--- src/rtl/inst_sram_if.sv ---
// inst_sram_if
//   Fetch-side responder between the PC register / ctrl unit and an SRAM-like
//   instruction bus. Each word-aligned fetch PC becomes one bus read. stallreq_o
//   stays high until the word for the current PC is back. A pipeline flush
//   cancels the fetch, and any read already on the bus is drained and dropped.
//
//   state   | meaning
//   IDLE    | no read in flight; issues a request straight from pc_i
//   REQ     | request raised, waiting for addr_ok (address held in addr_r)
//   WAIT    | request accepted, waiting for data_ok
//   HOLD    | word delivered while IF/ID held; replay it from buf_r
//   DISCARD | flushed read still on the bus; swallow its data_ok
//
// Ports
//   clk, rst            clock, synchronous active-high reset
//   ce_i, pc_i          fetch enable and virtual fetch address
//   stall_i             ctrl stall vector; only stall_i[1] (IF/ID hold) is used
//   flush_i             pipeline flush
//   inst_o, stallreq_o  instruction to IF/ID, IF stall request
//   inst_req .. inst_wdata        bus request side
//   inst_addr_ok, inst_data_ok, inst_rdata  bus response side
module inst_sram_if #(
  parameter int unsigned SEG_MAP = 1
) (
  input  logic        clk,
  input  logic        rst,
  input  logic        ce_i,
  input  logic [31:0] pc_i,
  input  logic [5:0]  stall_i,
  input  logic        flush_i,
  output logic [31:0] inst_o,
  output logic        stallreq_o,
  output logic        inst_req,
  output logic        inst_wr,
  output logic [1:0]  inst_size,
  output logic [31:0] inst_addr,
  output logic [31:0] inst_wdata,
  input  logic        inst_addr_ok,
  input  logic        inst_data_ok,
  input  logic [31:0] inst_rdata
);

  localparam logic [2:0] S_IDLE    = 3'd0;
  localparam logic [2:0] S_REQ     = 3'd1;
  localparam logic [2:0] S_WAIT    = 3'd2;
  localparam logic [2:0] S_HOLD    = 3'd3;
  localparam logic [2:0] S_DISCARD = 3'd4;

  logic [2:0]  state;
  logic [2:0]  state_nxt;
  logic [31:0] addr_r;
  logic [31:0] buf_r;
  logic        fl_r;
  logic        fetchable;
  logic [31:0] paddr;
  logic        unused_stall;

  assign unused_stall = ^{stall_i[5:2], stall_i[0]};

  assign inst_wr    = 1'b0;
  assign inst_size  = 2'b10;
  assign inst_wdata = 32'h0;

  // Misaligned PCs never reach the bus; the address error is taken elsewhere.
  assign fetchable = ce_i & ~flush_i & (pc_i[1:0] == 2'b00);
  assign paddr     = (SEG_MAP != 0) ? {3'b000, pc_i[28:0]} : pc_i;

  always_comb begin
    state_nxt  = state;
    inst_req   = 1'b0;
    stallreq_o = 1'b0;
    inst_o     = 32'h0;
    inst_addr  = addr_r;
    case (state)
      S_IDLE: begin
        inst_addr  = paddr;
        inst_req   = fetchable;
        stallreq_o = fetchable;
        if (fetchable) state_nxt = inst_addr_ok ? S_WAIT : S_REQ;
      end
      S_REQ: begin
        inst_req   = 1'b1;
        stallreq_o = 1'b1;
        // A flush seen at any point in REQ still lets the request complete,
        // but its data must be thrown away.
        if (inst_addr_ok) state_nxt = (fl_r | flush_i) ? S_DISCARD : S_WAIT;
      end
      S_WAIT: begin
        if (inst_data_ok) begin
          if (flush_i) begin
            state_nxt = S_IDLE;
          end else begin
            inst_o    = inst_rdata;
            state_nxt = stall_i[1] ? S_HOLD : S_IDLE;
          end
        end else begin
          stallreq_o = 1'b1;
          if (flush_i) state_nxt = S_DISCARD;
        end
      end
      S_HOLD: begin
        inst_o = buf_r;
        if (~stall_i[1] | flush_i) state_nxt = S_IDLE;
      end
      S_DISCARD: begin
        stallreq_o = 1'b1;
        if (inst_data_ok) state_nxt = S_IDLE;
      end
      default: state_nxt = S_IDLE;
    endcase
    if (flush_i) stallreq_o = 1'b0;
    // Outputs are quiet during reset even though IDLE would otherwise
    // request straight from pc_i.
    if (rst) begin
      inst_req   = 1'b0;
      stallreq_o = 1'b0;
      inst_o     = 32'h0;
    end
  end

  always_ff @(posedge clk) begin
    if (rst) begin
      state  <= S_IDLE;
      addr_r <= 32'h0;
      buf_r  <= 32'h0;
      fl_r   <= 1'b0;
    end else begin
      state <= state_nxt;
      if (state == S_IDLE && fetchable) addr_r <= paddr;
      if (state == S_IDLE)                     fl_r <= 1'b0;
      else if (state == S_REQ && flush_i)      fl_r <= 1'b1;
      if (state == S_WAIT && inst_data_ok && ~flush_i) buf_r <= inst_rdata;
    end
  end

endmodule

--- config.mk ---
export PLATFORM = sky130hd
export DESIGN_NAME = inst_sram_if
export DESIGN_NICKNAME = d
export VERILOG_FILES = /design/src/rtl/inst_sram_if.sv
export SDC_FILE = /design/constraint.sdc
export NUM_CORES = 1
export LEC_CHECK = 0
export BUFFER_PORTS_ARGS = -buffer_cell sky130_fd_sc_hd__buf_2
export CORE_MARGIN = 2
export CORE_UTILIZATION = 46
export CTS_BUF_LIST = sky130_fd_sc_hd__clkbuf_8 sky130_fd_sc_hd__clkbuf_16
export DETAILED_ROUTE_END_ITERATION = 10
export PLACE_DENSITY = 0.83
export SYNTH_ARGS = -nofsm -noshare
export SYNTH_HDL_FRONTEND = slang
export SYNTH_SLANG_ARGS = --single-unit
--- constraint.sdc ---
create_clock -name clk -period 2.15 [get_ports clk]
set_input_delay 0.1075 -clock clk [delete_from_list [all_inputs] [get_ports clk]]
set_output_delay 0.1075 -clock clk [all_outputs]
set_load 0.02 [all_outputs]
# After elaboration in Yosys (flattened, before gate mapping)
# Cells that the tools add are included.
[op_classes]
n_eq_ne = 9
muxes = 22
bitwise_logic = 6
n_reduce_logical = 9
[op_table]
columns = ["operator", "n"]
rows = [
  ["2-to-1 mux 32 bit", 3],
  ["case mux 32 bit (2 select lines)", 1],
  ["2-to-1 mux 29 bit", 1],
  ["2-to-1 mux 3 bit", 7],
  ["case mux 3 bit (5 select lines)", 1],
  ["inequality test 2 bit (second input constant)", 4],
  ["equality test 3 x 2 -> 1 bit (second input constant)", 2],
  ["2-to-1 mux 2 bit", 3],
  ["AND reduction 5 bit", 1],
  ["logical AND 1 bit", 4],
  ["2-to-1 mux 1 bit", 4],
  ["OR reduction 2 bit", 2],
  ["equality test 3 x 1 -> 1 bit (second input constant)", 1],
  ["equality test 3 bit (second input constant)", 1],
  ["logical NOT 3 bit", 1],
  ["inequality test 3 bit (second input constant)", 1],
  ["case mux 1 bit (3 select lines)", 1],
  ["bitwise AND 1 bit", 2],
  ["logical NOT 2 bit", 1],
  ["inverter 1 bit", 2],
  ["OR 1 bit", 2],
  ["case mux 1 bit (2 select lines)", 1],
]
[word_totals]
ff_bits = 65
input_bits = 76
output_inout_bits = 101
word_cells = 50

# Longest topological paths before layout
# Gate-level depths: netlist of the first run.
[logic_depth]
word_depth = 6
depth_mapped = 7
depth_no_buf = 4

# Worst setup path before layout of the first run
# Ideal clock, no wire load.
[synth_timing]
kind = "register -> output"
startpoint = "register state[0]"
endpoint = "output inst_o[21]"
arrival_time_ns = 1.581
required_time_ns = 2.043
slack_ns = 0.462
stages_incl_launch_ff = 6
cell_sequence = "dfxtp_1 buf_2 nor3b_4 clkbuf_1 nand2_1 a21oi_1"
[synth_between]
elab_chain_cells = 3
elab_cells_between_ends = 4
classes_between = "eq/ne (2); mux (2)"
[synth_rtl]
columns = ["item", "line_no", "rtl"]
rows = [
  ["from (decl)", "49", "logic [2:0] state;"],
  ["from (signal assigned)", "128", "state <= state_nxt;"],
  ["equality test 3 x 2 -> 1 bit", "74", "case (state)"],
  ["case mux 32 bit (2 select lines) *", "74", ""],
  ["2-to-1 mux 32 bit *", "114", "if (rst) begin"],
  ["to (decl)", "31", "output logic [31:0] inst_o,"],
]
# Every way passes the cells marked *; elsewhere a longest branch is shown, timed or not.

# Worst setup path after layout of the first run
[layout_timing]
startpoint = "register state[0]"
endpoint = "output inst_o[27]"
# Same word-level chain as after synthesis.

==> flow_summary.ini, run 1 <==
[die]
dieHeight_um = 90.69
die_area_um2 = 8225
io_pins = 177
dieWidth_um = 90.69
core_um2 = 7253
initial_core_util = 0.4766
rows = 31

[timing]
finalCritPeriodShare = 0.9564
fmax_ghz = 0.4863
fin_crit_ps = 2056
slew_viol_final = 0
finClkSkew_ps = 7.458
finalHoldViolCount = 0
slew_headroom = 0.5203
rsz0062_at_grt = false
timing.hold.ws_ps = 21.31
worst_pin_slew_ps = 719.5
fin_tns_setup_ps = 0
setup_viol = 0

[setup_path]
cp-start-kind = flop
r2r_start = state[0]$_SDFFE_PP0P_
arrival_ps = 1950
slowest_stage = dfxtp_2
path_cells = and4bb_2 > nor2b_4 > buf_12 > nand2_1 > a21oi_1 > buf_2
slowest_delay_ps = 390
rr_worst_depth = 4
worstPathRequired_ps = 2040
worstReg2RegEnd = state[0]$_SDFFE_PP0P_
critPathKind = reg -> out
endpoint_kind = output port
reg2reg_slack_ps = 500
crit_fanout = 16

[global_routing]
antenna_found_initial = 0
grt_pass1_wl_mm = 13.35
grt_overflow_total = 0
grt_use_met1 = 0.2221
grtUsageTotal = 0.1928
grt_most_used_layer = met2
use_met3 = 0.04841
grt_pass1_vias = 3044
grt_max_degree = 69
met2_usage = 0.3439

[worst_hold_path]
hold-path-endpoint = addr_r[3]$_SDFFE_PP0P_
hp-class = in -> reg
min_path_cells = 3
hold_start = pc_i[3]

[logic_synthesis]
synth_adder_area_share = 0
synth_top_family_by_area = simple AND/OR/NAND/NOR gates
synth_xor_area_frac = 0
syn_area_um2 = 3457
synth-seq-cells = 65
muxShareOfSynthArea = 0.1021
yosysUniqueCellTypes = 35
ys_warn_count = 0
synth_compound_gate_area_share = 0.1618
synth_edf_count = 0
syn_inst = 453
async_reset_ff_frac = 0
seq_area_frac_synth = 0.3764
synth_top_flop_cell = dfxtp_1
synth.avg_cell_area_um2 = 7.631
synthSimpleGateAreaFrac = 0.2316

[routing]
drt_iter0_markers = 123
first_pass_iters = 4
drt_wl_total_mm = 8.257
route.detailed.drc = 0
wl_per_cell_um = 12.25
postRouteAntennaNets = 0
vias = 3318
via_per_inst = 4.923

[final_layout]
fillers = 665
final_util = 0.5943
drive_above_1_share = 0.3443
most-common-layout-cells = 154 x nand2_1, 130 x buf_2, 93 x a21oi_1, 62 x dfxtp_1, 38 x conb_1
diodes = 0
final_common_cell = nand2_1
area_growth_pct = 24.68
layout.nets = 646
fin_cells = 674

[flow_run]
cap_viol_max_count = 0

[power]
p_seq_frac = 0.290
leakage_nw = 1.792
peakVddDrop_v = 0.0007425
power_switching_mw = 1.890
power_density_nw_per_um2 = 1134
swShare = 0.3864
p_int_mw = 3.000
p_clk_frac = 0.226
p_comb_frac = 0.484

[status]
status = complete, no violations

[placement]
gp_congestion = 0.8307
hpwl_mm = 5.624
io_buffer_count = 130
placed_cells = 656

[clock_tree]
cts_made_buffers = 9
cts_tree = done
cts.sinks = 65
cts_buffer_depth = 2
clk_pin_slew_ps = 70
insertion_delay_ps = 330
cts-root-buf = clkbuf_8
h-tree-depth = 3
final cells by class:
cell class / count / area [um2] / share of cell area
clock buffer: 9 / 123.9 / 0.02874
clock inverter: 7 / 86.33 / 0.02003
timing repair buffer: 140 / 795.8 / 0.1846
multi-input combinational: 353 / 1867 / 0.4331
tap: 99 / 123.9 / 0.02874
inverter: 1 / 3.754 / 0.0008708
sequential: 65 / 1310 / 0.3039
power by group through the flow:
stage | Sequential, mW | Clock, mW | Combinational (mW)
floorplan | 1.36 | 0 | 1.87
global placement | 1.43 | 0 | 2.31
detailed placement | 1.44 | 0 | 2.35
CTS | 1.41 | 1.13 | 2.36
global route | 1.44 | 1.19 | 2.52
finish | 1.42 | 1.10 | 2.37
cell families after synthesis:
logic type,Yosys count
AOI/OAI and AO/OA,102
and+or+nand+nor,182
muxes,31
DFF,65
other,2
buffers and inverters,71
critical path: cells and delay by family, from the launching register on:
kind	cells	cell delay (ps)
flops	1	390
simple gates	3	670
buf+inv	2	370
compound gates	1	180
through the flow:
stage	total power, mW	area (um2)	worst slack (ps)
after floorplan	3.225	3592	461.9
after detailed placement	3.784	4048	294.8
after global routing	5.148	4310	0.5747
after CTS	4.904	4270	27.13
final	4.890	4310	93.74
after global placement	3.738	4048	343.1
Yosys cell counts, types with 2 or more instances:
master	count	area share
buf_2	15	0.022
buf_4	40	0.087
nor3b_1	3	0.0065
nor3_1	3	0.0043
dfxtp_1	65	0.38
a21oi_1	94	0.14
conb_1	2	0.0022
nor2_1	4	0.0043
mux2_2	30	0.098
nand2b_1	3	0.0054
clkbuf_1	14	0.015
nor2b_1	4	0.0072
nand2_1	154	0.17
timing repair:
action,CTS,global route
resized for setup,2,5
pin swaps,1,0
hold buffers,1,0
setup endpoints to repair,49,29
buffers inserted,0,0
gates cloned,0,1
endpoints found under the hold margin,1,0
sequential cells by signal (all words and copies together) (netlist names):
name,cells
buf_r,32
addr_r,29
state,3
fl_r,1
metal layers:
metal,wire length [um],up-vias
met5,0,-
met4,108,0
met3,664,11
met2,4023,137
met1,3460,1513
li1,-,1657
worst max-delay path by stage:
| stage | startpoint | to | slack (ps) | cells past startpoint |
|---|---|---|---|---|
| global placement | state[2]$_SDFFE_PP0P_ | inst_addr[2] | 340 | 4 |
| finish | state[0]$_SDFFE_PP0P_ | inst_o[27] | 90 | 6 |
| CTS | state[0]$_SDFFE_PP0P_ | inst_o[27] | 30 | 6 |
| global route | state[0]$_SDFFE_PP0P_ | inst_o[27] | 0.6 | 6 |
| floorplan | state[0]$_SDFFE_PP0P_ | inst_o[21] | 460 | 5 |
| detailed placement | state[1]$_SDFFE_PP0P_ | inst_o[27] | 290 | 5 |
(Power assumes the default switching activity.)
==> inputs of run 2 (changes only) <==
==> config.mk (replaced) <==
export PLATFORM = sky130hd
export DESIGN_NAME = inst_sram_if
export DESIGN_NICKNAME = d
export VERILOG_FILES = /design/src/rtl/inst_sram_if.sv
export SDC_FILE = /design/constraint.sdc
export NUM_CORES = 1
export LEC_CHECK = 0
export CORE_MARGIN = 2
export CORE_UTILIZATION = 55
export CTS_BUF_LIST = sky130_fd_sc_hd__clkbuf_8 sky130_fd_sc_hd__clkbuf_16
export DETAILED_ROUTE_END_ITERATION = 10
export DONT_BUFFER_PORTS = 1
export PLACE_DENSITY = 0.72
export SYNTH_ARGS = -nofsm -noshare
export SYNTH_HDL_FRONTEND = slang
export SYNTH_SLANG_ARGS = --single-unit
==> constraint.sdc (replaced) <==
create_clock -name clk -period 2.15 [get_ports clk]
set_input_delay 0.1075 -clock clk [delete_from_list [all_inputs] [get_ports clk]]
set_output_delay 0.1075 -clock clk [all_outputs]
set_load 0.005 [all_outputs]
==> run 2 against run 1 <==
Net effect: worst hold slack better by 18 ps; non-clock buffer count down 69; sequential power about the same; via count down 6.9%; global-route usage up 4.3 points; core utilization up 9.7 points.
==> flow_summary.ini, run 2 (synthesis gave the netlist of run 1 again) <==
[routing]
drt_wl_total_mm = 8.510
met1_length_mm = 3.515
wl_met2_mm = 4.238
route.detailed.drc = 0
topRoutingLayerUsed = met4
first_pass_iters = 5
postRouteAntennaNets = 0
dr_wl_met3_um = 665
wl_per_cell_um = 14.65
via_per_inst = 5.318
drt_iter0_markers = 130
vias = 3090

[clock_tree]
clk_pin_slew_ps = 70
insertion_delay_ps = 330
cts_made_buffers = 9
cts_buffer_depth = 2
cts_tree = done
cts-root-buf = clkbuf_8
cts.sinks = 65
h-tree-depth = 3

[placement]
gp_congestion = 0.8157
hpwl_mm = 4.901
placed_cells = 504
io_buffer_count = 0

[setup_path]
crit_fanout = 32
slowest_delay_ps = 400
slowest_stage = dfxtp_2
endpoint_kind = output port
cp-start-kind = flop
arrival_ps = 1800
critPathKind = reg -> out
worstPathRequired_ps = 2040
path_cells = and4bb_2 > nor2b_2 > buf_8 > nand2_1 > a21oi_1

[die]
dieHeight_um = 83.28
dieWidth_um = 83.28
core_um2 = 5991
rows = 28
initial_core_util = 0.5771
die_area_um2 = 6936
io_pins = 177

[final_layout]
final_common_cell = nand2_1
regMostFlops = buf_r
largest_reg_flops = 32
diodes = 0
top_regs = buf_r: 32 flops, addr_r: 29 flops, state: 3 flops
drive_above_1_share = 0.1324
most-common-layout-cells = 154 x nand2_1, 94 x a21oi_1, 63 x dfxtp_1, 60 x dlygate4sd3_1, 38 x conb_1
fillers = 471
final_util = 0.6917
layout.nets = 577
area_growth_pct = 19.87
fin_cells = 581

[global_routing]
antenna_found_initial = 0
grt_overflow_total = 0
grt_max_degree = 65
grt_pass1_wl_mm = 13.54
grt_pass1_vias = 2978
grtUsageTotal = 0.2357

[status]
status = complete, no violations

[timing]
rsz0062_at_grt = false
finClkSkew_ps = 9.802
slew_viol_final = 0
fmax_ghz = 0.5245
setup_viol = 0
worst_pin_slew_ps = 554.7
finalCritPeriodShare = 0.8868
timing.hold.ws_ps = 39.57
slew_headroom = 0.6268
finalHoldViolCount = 0
fin_tns_setup_ps = 0
fin_crit_ps = 1907

[power]
power_density_nw_per_um2 = 956.5
leakage_nw = 1.451
peakVddDrop_v = 0.0007889
report.power.total_mw = 3.964

[worst_hold_path]
hp-class = in -> reg

[flow_run]
cap_viol_max_count = 0
## run 2: changes by cell type in the layout (fill, tap and decap cells not counted), sizes merged
cell         before  now
bufinv            2    0
clkinvlp          1    0
dlygate4sd3       1   60
clkbuf           10   11
buf             138   11
inv               2    3
## run 2: where the power goes
part	total [mW]	leakage (nW)	switching, mW	internal (mW)
Sequential	1.40	0.526	0.105	1.30
Combinational	1.64	0.824	0.815	0.828
Clock	0.918	0.101	0.451	0.467
## run 2: final timing paths
check	startpoint	slack (ps)	depth (start not counted)	to
hold reg to reg	buf_r[8]$_SDFFE_PP0P_	450	2	buf_r[8]$_SDFFE_PP0P_
setup / recovery	state[0]$_SDFFE_PP0P_	240	5	inst_o[5]
setup reg to reg	state[2]$_SDFFE_PP0P_	430	6	addr_r[6]$_SDFFE_PP0P_
hold / removal	rst	40	2	state[0]$_SDFFE_PP0P_
## run 2: critical path, delay by kind of cell (launching register included)
kind            cells  cell delay [ps]
flops               1              400
buf+inv             1              220
simple gates        3              630
compound gates      1              210
## run 2: per-stage QoR
stage	area [um2]	worst slack [ps]
6_report	4144	243.3
5_1_grt	4144	109.1
4_1_cts	4134	29.82
3_5_place_dp	3332	396.3
3_3_place_gp	3332	428.6
2_1_floorplan	3592	620.3
## run 2: routing by layer
layer,up-vias,global-route usage
met2,123,0.4186
met4,0,0.07899
li1,1517,-
met3,10,0.08549
met1,1440,0.2591
met5,-,0
## run 2: final cells by class
class,count,area [um2],share of cell area
inverter,1,3.754,0.0009058
multi-input combinational,353,1858,0.4484
clock buffer,11,151.4,0.03653
clock inverter,5,22.52,0.005435
tap,75,93.84,0.02264
sequential,65,1304,0.3146
timing repair buffer,71,710.7,0.1715
## run 2: repair_timing
item	in CTS	in global routing
endpoints found under the hold margin	64	0
endpoints found under the setup margin	0	32
hold buffers	61	0
gates resized for setup	0	4
buffers inserted	0	0
